File: config.mk
export PLATFORM = sky130hd
export DESIGN_NAME = multicycle_main_control
export DESIGN_NICKNAME = d
export VERILOG_FILES = /design/src/rtl/multicycle_main_control.sv
export SDC_FILE = /design/constraint.sdc
export NUM_CORES = 1
export LEC_CHECK = 0
export ABC_AREA = 1
export ABC_CLOCK_PERIOD_IN_PS = 2600
export BUFFER_PORTS_ARGS = -buffer_cell sky130_fd_sc_hd__buf_2
export CORE_ASPECT_RATIO = 0.9
export CORE_MARGIN = 1
export CORE_UTILIZATION = 45
export CTS_BUF_LIST = sky130_fd_sc_hd__clkbuf_8
export CTS_CLUSTER_DIAMETER = 60
export CTS_CLUSTER_SIZE = 25
export DETAILED_ROUTE_END_ITERATION = 16
export GPL_TIMING_DRIVEN = 0
export PLACE_DENSITY = 0.74
export SLEW_MARGIN = 20
export SYNTH_ARGS = -nofsm -noshare
export SYNTH_HDL_FRONTEND = slang
export SYNTH_SLANG_ARGS = --single-unit
File: constraint.sdc
create_clock -name clk -period 2.6 [get_ports clk]
set_clock_uncertainty 0.05 [all_clocks]
set_input_delay 0.39 -clock clk [delete_from_list [all_inputs] [get_ports clk]]
set_output_delay 0.39 -clock clk [all_outputs]
set_load 0.1 [all_outputs]
File: src/rtl/multicycle_main_control.sv
// Main control FSM for the multi-cycle RISC-V core: sequences fetch/decode/execute/
// memory/writeback and drives datapath enables, mux selects and the 2-bit aluop.
module multicycle_main_control #(
  parameter int MEM_WAIT_MAX = 15,
  parameter int CNT_W        = 4
) (
  input  logic       clk,
  input  logic       rst,
  input  logic [6:0] opcode,
  input  logic       zero,
  input  logic       mem_ready,
  output logic       pc_write,
  output logic       ir_write,
  output logic       i_or_d,
  output logic       mem_read,
  output logic       mem_write,
  output logic       reg_write,
  output logic       mem_to_reg,
  output logic       alu_src_a,
  output logic [1:0] alu_src_b,
  output logic [1:0] aluop,
  output logic       pc_src,
  output logic       illegal_op,
  output logic       mem_fault,
  output logic [3:0] state_dbg
);

  typedef enum logic [3:0] {
    FETCH    = 4'd0,
    DECODE   = 4'd1,
    MEM_ADDR = 4'd2,
    MEM_RD   = 4'd3,
    LD_WB    = 4'd4,
    MEM_WR   = 4'd5,
    R_EXEC   = 4'd6,
    R_WB     = 4'd7,
    BR       = 4'd8,
    FAULT    = 4'd9
  } state_t;

  localparam logic [6:0] OP_LOAD   = 7'b0000011;
  localparam logic [6:0] OP_STORE  = 7'b0100011;
  localparam logic [6:0] OP_RTYPE  = 7'b0110011;
  localparam logic [6:0] OP_BRANCH = 7'b1100011;

  localparam logic [CNT_W-1:0] WAIT_MAX = CNT_W'(MEM_WAIT_MAX);
  localparam logic [CNT_W-1:0] CNT_SAT  = '1;
  localparam bit               TIMEOUT_EN = (MEM_WAIT_MAX != 0);

  state_t             state_q, state_d;
  logic [CNT_W-1:0]   wait_cnt_q, wait_cnt_d;
  logic               mem_fault_q, mem_fault_d;
  logic               waiting;
  logic               timeout;

  always_ff @(posedge clk) begin
    if (!rst) begin
      state_q     <= FETCH;
      wait_cnt_q  <= '0;
      mem_fault_q <= 1'b0;
    end else begin
      state_q     <= state_d;
      wait_cnt_q  <= wait_cnt_d;
      mem_fault_q <= mem_fault_d;
    end
  end

  // A ready memory in the same cycle as the counter limit wins over the timeout.
  always_comb begin
    state_d = state_q;
    waiting = (state_q == FETCH) || (state_q == MEM_RD) || (state_q == MEM_WR);
    timeout = TIMEOUT_EN && waiting && !mem_ready && (wait_cnt_q == WAIT_MAX);

    case (state_q)
      FETCH: begin
        if (mem_ready)    state_d = DECODE;
        else if (timeout) state_d = FAULT;
      end
      DECODE: begin
        case (opcode)
          OP_LOAD, OP_STORE: state_d = MEM_ADDR;
          OP_RTYPE:          state_d = R_EXEC;
          OP_BRANCH:         state_d = BR;
          default:           state_d = FETCH;
        endcase
      end
      MEM_ADDR: state_d = (opcode == OP_STORE) ? MEM_WR : MEM_RD;
      MEM_RD: begin
        if (mem_ready)    state_d = LD_WB;
        else if (timeout) state_d = FAULT;
      end
      LD_WB: state_d = FETCH;
      MEM_WR: begin
        if (mem_ready)    state_d = FETCH;
        else if (timeout) state_d = FAULT;
      end
      R_EXEC:  state_d = R_WB;
      R_WB:    state_d = FETCH;
      BR:      state_d = FETCH;
      FAULT:   state_d = FAULT;
      default: state_d = FETCH;
    endcase

    wait_cnt_d = wait_cnt_q;
    if (state_d != state_q) begin
      wait_cnt_d = '0;
    end else if (waiting && !mem_ready && (wait_cnt_q != CNT_SAT)) begin
      wait_cnt_d = wait_cnt_q + 1'b1;
    end

    mem_fault_d = mem_fault_q || (state_d == FAULT);
  end

  // Moore decode; everything is forced low while reset is asserted.
  always_comb begin
    pc_write   = 1'b0;
    ir_write   = 1'b0;
    i_or_d     = 1'b0;
    mem_read   = 1'b0;
    mem_write  = 1'b0;
    reg_write  = 1'b0;
    mem_to_reg = 1'b0;
    alu_src_a  = 1'b0;
    alu_src_b  = 2'b00;
    aluop      = 2'b00;
    pc_src     = 1'b0;
    illegal_op = 1'b0;
    mem_fault  = mem_fault_q;
    state_dbg  = state_q;

    case (state_q)
      FETCH: begin
        mem_read  = 1'b1;
        alu_src_b = 2'b01;
        ir_write  = mem_ready;
        pc_write  = mem_ready;
      end
      DECODE: begin
        alu_src_b  = 2'b11;
        illegal_op = !((opcode == OP_LOAD) || (opcode == OP_STORE) ||
                       (opcode == OP_RTYPE) || (opcode == OP_BRANCH));
      end
      MEM_ADDR: begin
        alu_src_a = 1'b1;
        alu_src_b = 2'b10;
      end
      MEM_RD: begin
        mem_read = 1'b1;
        i_or_d   = 1'b1;
      end
      LD_WB: begin
        reg_write  = 1'b1;
        mem_to_reg = 1'b1;
      end
      MEM_WR: begin
        mem_write = 1'b1;
        i_or_d    = 1'b1;
      end
      R_EXEC: begin
        alu_src_a = 1'b1;
        aluop     = 2'b10;
      end
      R_WB: reg_write = 1'b1;
      BR: begin
        alu_src_a = 1'b1;
        aluop     = 2'b01;
        pc_src    = 1'b1;
        pc_write  = zero;
      end
      default: ;
    endcase

    if (!rst) begin
      pc_write   = 1'b0;
      ir_write   = 1'b0;
      i_or_d     = 1'b0;
      mem_read   = 1'b0;
      mem_write  = 1'b0;
      reg_write  = 1'b0;
      mem_to_reg = 1'b0;
      alu_src_a  = 1'b0;
      alu_src_b  = 2'b00;
      aluop      = 2'b00;
      pc_src     = 1'b0;
      illegal_op = 1'b0;
      mem_fault  = 1'b0;
      state_dbg  = 4'd0;
    end
  end

endmodule

Yosys cells after proc, flatten, opt, wreduce, memory -nomap -nowiden
Index checks and enable logic that the tools add are counted.
{"block": "classes", "muxes": 33, "eq_ne": 17, "reduce_logical": 18, "addsub": 1, "n_bitwise": 1}
{"cell": "4-bit one-hot mux with 7 select lines", "count": 1}
{"cell": "1-bit 2-to-1 mux", "count": 20}
{"cell": "4-bit 2-to-1 mux", "count": 5}
{"cell": "4-bit by 3-bit == test with 1-bit output (second input constant)", "count": 4}
{"cell": "4-bit == test (second input constant)", "count": 4}
{"cell": "7-bit by 6-bit == test with 1-bit output (second input constant)", "count": 2}
{"cell": "4-bit one-hot mux with 3 select lines", "count": 1}
{"cell": "2-bit OR reduction", "count": 5}
{"cell": "4-bit by 2-bit == test with 1-bit output (second input constant)", "count": 2}
{"cell": "7-bit by 2-bit == test with 1-bit output (second input constant)", "count": 1}
{"cell": "7-bit == test (second input constant)", "count": 1}
{"cell": "1-bit logical OR", "count": 6}
{"cell": "2-bit one-hot mux with 3 select lines", "count": 1}
{"cell": "4-bit by 1-bit adder with 4-bit output (second input constant)", "count": 1}
{"cell": "4-bit by 1-bit == test with 1-bit output (second input constant)", "count": 1}
{"cell": "4-bit logical NOT", "count": 1}
{"cell": "2-bit 2-to-1 mux", "count": 2}
{"cell": "4-bit != test", "count": 1}
{"cell": "4-bit != test (second input constant)", "count": 1}
{"cell": "2-bit one-hot mux with 2 select lines", "count": 1}
{"cell": "1-bit logical AND", "count": 3}
{"cell": "3-bit 2-to-1 mux", "count": 1}
{"cell": "3-bit OR reduction", "count": 1}
{"cell": "1-bit logical NOT", "count": 2}
{"cell": "other kinds (2)", "count": 2}
{"block": "totals", "wordCells": 73, "register_bits": 9}

Logic depth before layout (Yosys ltp)
{"block": "logic_depth", "depth_word": 10, "ltp_mapped": 12}

Worst setup path after synthesis
No wires, ideal clock.
{"block": "synth_path", "kind": "input to output", "startpoint": "input port rst", "endpoint": "output port mem_to_reg", "path_stages": 5, "setup_slack_ns": -1.422, "arrival_ns": 3.582, "cell_sequence": "clkbuf_1 -> nand2_1 -> inv_1 -> nand2_1 -> nor3_1"}
{"block": "synth_between", "elab_chain_cells": 1}
{"element": "start, declared", "line": "8", "source": "input logic rst,"}
{"element": "1-bit 2-to-1 mux", "line": "173", "source": "if (!rst) begin"}
{"element": "end, declared", "line": "18", "source": "output logic mem_to_reg,"}
Every way passes these cells.

Worst setup path after layout
Ends and elaborated chain as after synthesis.

==> summary.md <==
| Metric | Value |
|---|---|
| Warnings from Yosys | `0` |
| Post-CTS Resized | `0` |
| Max-Cap Viols | `0` |
| Total Power | `435 uW` |
| R2r worst-path depth | `10` |
| Finished Layout Cells | `207` |
| Asr flop ratio synth | `0` |
| Maximum vdd drop | `0.368 mV` |
| Clock tree from TritonCTS | `yes` |
| Synth Net Count | `163` |
| Hold Path Cell Cnt | `2` |
| GP Congestion | `0.827` |
| M1 GR Usage | `0.275` |
| Worst-case hold path end point | `mem_fault_q` |
| Reg2Reg Setup Slack | `0.94 ns` |
| Antenna violations before repair | `0` |
| P&R area growth vs syn | `31.8%` |
| Post-cts hold buffer count | `0` |
| Total congestion overflow | `0` |
| First-pass iteration count of the detailed router | `4` |
| Critical path fanouts, max | `8` |
| Synth area leaders | `dfxtp_1 22%, nand2_1 19%, nor2_1 12%` |
| CTS Root Buffer Type | `clkbuf_8` |
| Share of layout cells above drive strength 1 | `0.273` |
| Run status | `complete, no violations` |
| Core Area | `1700 um2` |
| Post-Synthesis Cells | `151` |
| DRC viols | `0` |
| First-pass GRT wire length | `3.26 mm` |
| Period utilization | `0.853` |
| Seq cells post-synth | `9` |
| Critical path class | `input port to primary output` |
| Routed Antenna Nets | `0` |
| Max Root-Sink Buffers | `2` |
| Die footprint | `2020 um2` |
| Cell with the most instances after synthesis | `nand2_1` |
| # IOs | `30` |
| Post-CTS Repair Setup Buffers | `0` |
| CP most frequent cell | `nand2_1` |
| Final nets | `196` |
| Avg Inst Size Synth | `5.50 um2` |
| Post-route setup TNS | `0 ns` |
| Num Clock Sinks | `9` |
| Commonest cells post-synth | `41 x nand2_1, 27 x nor2_1, 26 x inv_1` |
| Max Slew Vio Count | `0` |
| Largest area contributor in the netlist | `dfxtp_1` |
| GRT Max-Usage Layer | `met2` |
| Fin Hold WS | `0.434 ns` |
| Post-DP HPWL | `1.66 mm` |
| Worst path max stage delay | `0.44 ns` |
| RSZ-0062 raised after global routing | `no` |
| CTS Buf Count | `3` |
| Tmin final | `2.22 ns` |
| Post-synth EDFFs | `0` |
| Post-Route WL | `2.08 mm` |
| Min-delay src | `mem_fault_q` |
| Dominant synthesized flop cell | `dfxtp_1` |
| WP data required | `2.16 ns` |
| Vias in the first global route | `833` |
| Crit path cell chain | `clkbuf_1 -> nand2_1 -> clkinvlp_4 -> nand2_1 -> nor3_4 -> buf_2` |
| Dpl cells | `203` |
| Final hold violations | `0` |
| Die H | `42.8 um` |
| Relative slew slack | `0.677` |
| DR vias | `1004` |
| Setup crit end kind | `primary output` |
| Die Width | `47.3 um` |
| Worst r2r src | `state_q[1]` |
| Fill cells | `174` |
| Post-synthesis sequential area ratio | `0.217` |
| Design area | `1090 um2` |
| Reg2reg end | `wait_cnt_q[0]` |
| Starting Density | `0.489` |
| Drt wl/cell | `10.1 um` |
| Pwr dens | `397 nW/um2` |
| GRT Util Overall | `0.219` |
| HP Class | `register to register` |
| ANT cells | `0` |
| Post-synthesis cell type count | `22` |
| Post-synth top area share | `0.217` |
| Highest clock rate | `451 MHz` |
| Largest net degree at the start of global routing | `11` |
| Slowest CP cell | `buf_2` |
| Worst Tran Pin Value | `0.488 ns` |
| Area of placed instances | `1050 um2` |
| CP arrival | `1.78 ns` |
| Initial DRC count | `14` |
| GR Util met3 | `0.0809` |
| GR Util met2 | `0.359` |
| Vias per Instance | `4.85` |
| # port buffers | `28` |
| Skew-Pair Late Insertion Delay | `0.23 ns` |
| Final setup fails | `0` |
| Syn Std Cell Area | `831 um2` |
| Worst-path clk slew | `0.04 ns` |
| H-tree depth | `1` |
| Setup crit start kind | `input port` |
| Core Rows | `14` |
| Leak | `0.000628 uW` |
## per-stage QoR
step	util	setup slack [ns]
after floorplan	-	-0.245
after global placement	0.618	0.445
after detailed placement	0.618	0.378
after CTS	0.644	0.373
after global routing	0.644	0.222
final	0.644	0.382
## critical path: cells and delay by family
kind                   cells  cell delay [ns]
and+or+nand+nor            3             0.55
buffers and inverters      3             0.83
## placed cells by master, fill, tap and decap left out
| cell type | netlist | final |
|---|---|---|
| inv_1 | 26 | 26 |
| nand2_1 | 41 | 41 |
| o21ai_2 | 0 | 1 |
| a31oi_1 | 1 | 1 |
| clkinvlp_4 | 0 | 1 |
| nor2_4 | 1 | 4 |
| buf_6 | 1 | 1 |
| o21ai_0 | 3 | 2 |
| a211oi_1 | 1 | 1 |
| xnor2_1 | 1 | 1 |
| nor3_4 | 0 | 1 |
| nand3_2 | 3 | 3 |
| buf_4 | 1 | 1 |
| nor2_1 | 27 | 23 |
| nor3_2 | 0 | 1 |
| ha_1 | 1 | 1 |
| inv_2 | 1 | 1 |
| a21oi_1 | 7 | 7 |
| nor3_1 | 6 | 4 |
| xor2_1 | 1 | 1 |
| nand3_1 | 13 | 13 |
| a21boi_2 | 1 | 1 |
| dfxtp_1 | 9 | 9 |
| o211ai_1 | 1 | 1 |
| clkbuf_8 | 0 | 3 |
| buf_2 | 0 | 28 |
| nor2_2 | 3 | 4 |
| clkbuf_1 | 2 | 2 |
## how the worst max path moves through the flow
stage	start	end	slack, ns	cells after the start
6_report	rst	mem_to_reg	0.38	6
5_1_grt	state_q[1]	alu_src_a	0.22	8
4_1_cts	rst	mem_to_reg	0.37	6
3_5_place_dp	rst	mem_to_reg	0.38	6
3_3_place_gp	rst	mem_to_reg	0.45	6
2_1_floorplan	rst	alu_src_a	-0.25	4
## layout make-up
cell class	instances	area, um2	area share
multi-input combinational	111	568	0.519
sequential	9	180	0.165
timing repair buffer	28	140	0.128
inverter	27	105	0.0960
clock buffer	3	41.3	0.0377
tap	24	30.0	0.0274
buffer	4	26.3	0.0240
clock inverter	1	3.75	0.00343
## registers in the layout (all words and copies together), names as in the netlist
| register | flops |
|---|---|
| mem_fault_q | 1 |
| wait_cnt_q | 4 |
| state_q | 4 |
## power by group
group	internal (uW)	switching (uW)	leakage, uW
registers	142	2.06	0.0000729
clock network	103	55.9	0.0000269
logic	29.6	103	0.000529
total	274	161	0.000628
## metal layers
| metal | up-vias | wire length, um |
|---|---|---|
| met5 | - | 0 |
| met4 | 0 | 0 |
| met1 | 441 | 961 |
| met2 | 32 | 988 |
| met3 | 0 | 133 |
| li1 | 531 | - |
## cells by family after synthesis
group / share of synthesized area
AO/OA/AOI/OAI: 0.0994
XOR/XNOR: 0.0211
adder cells (fa/ha/maj): 0.0151
buffers and inverters: 0.154
flip-flops: 0.217
AND/OR/NAND/NOR: 0.494
(Power assumes the default switching activity.)
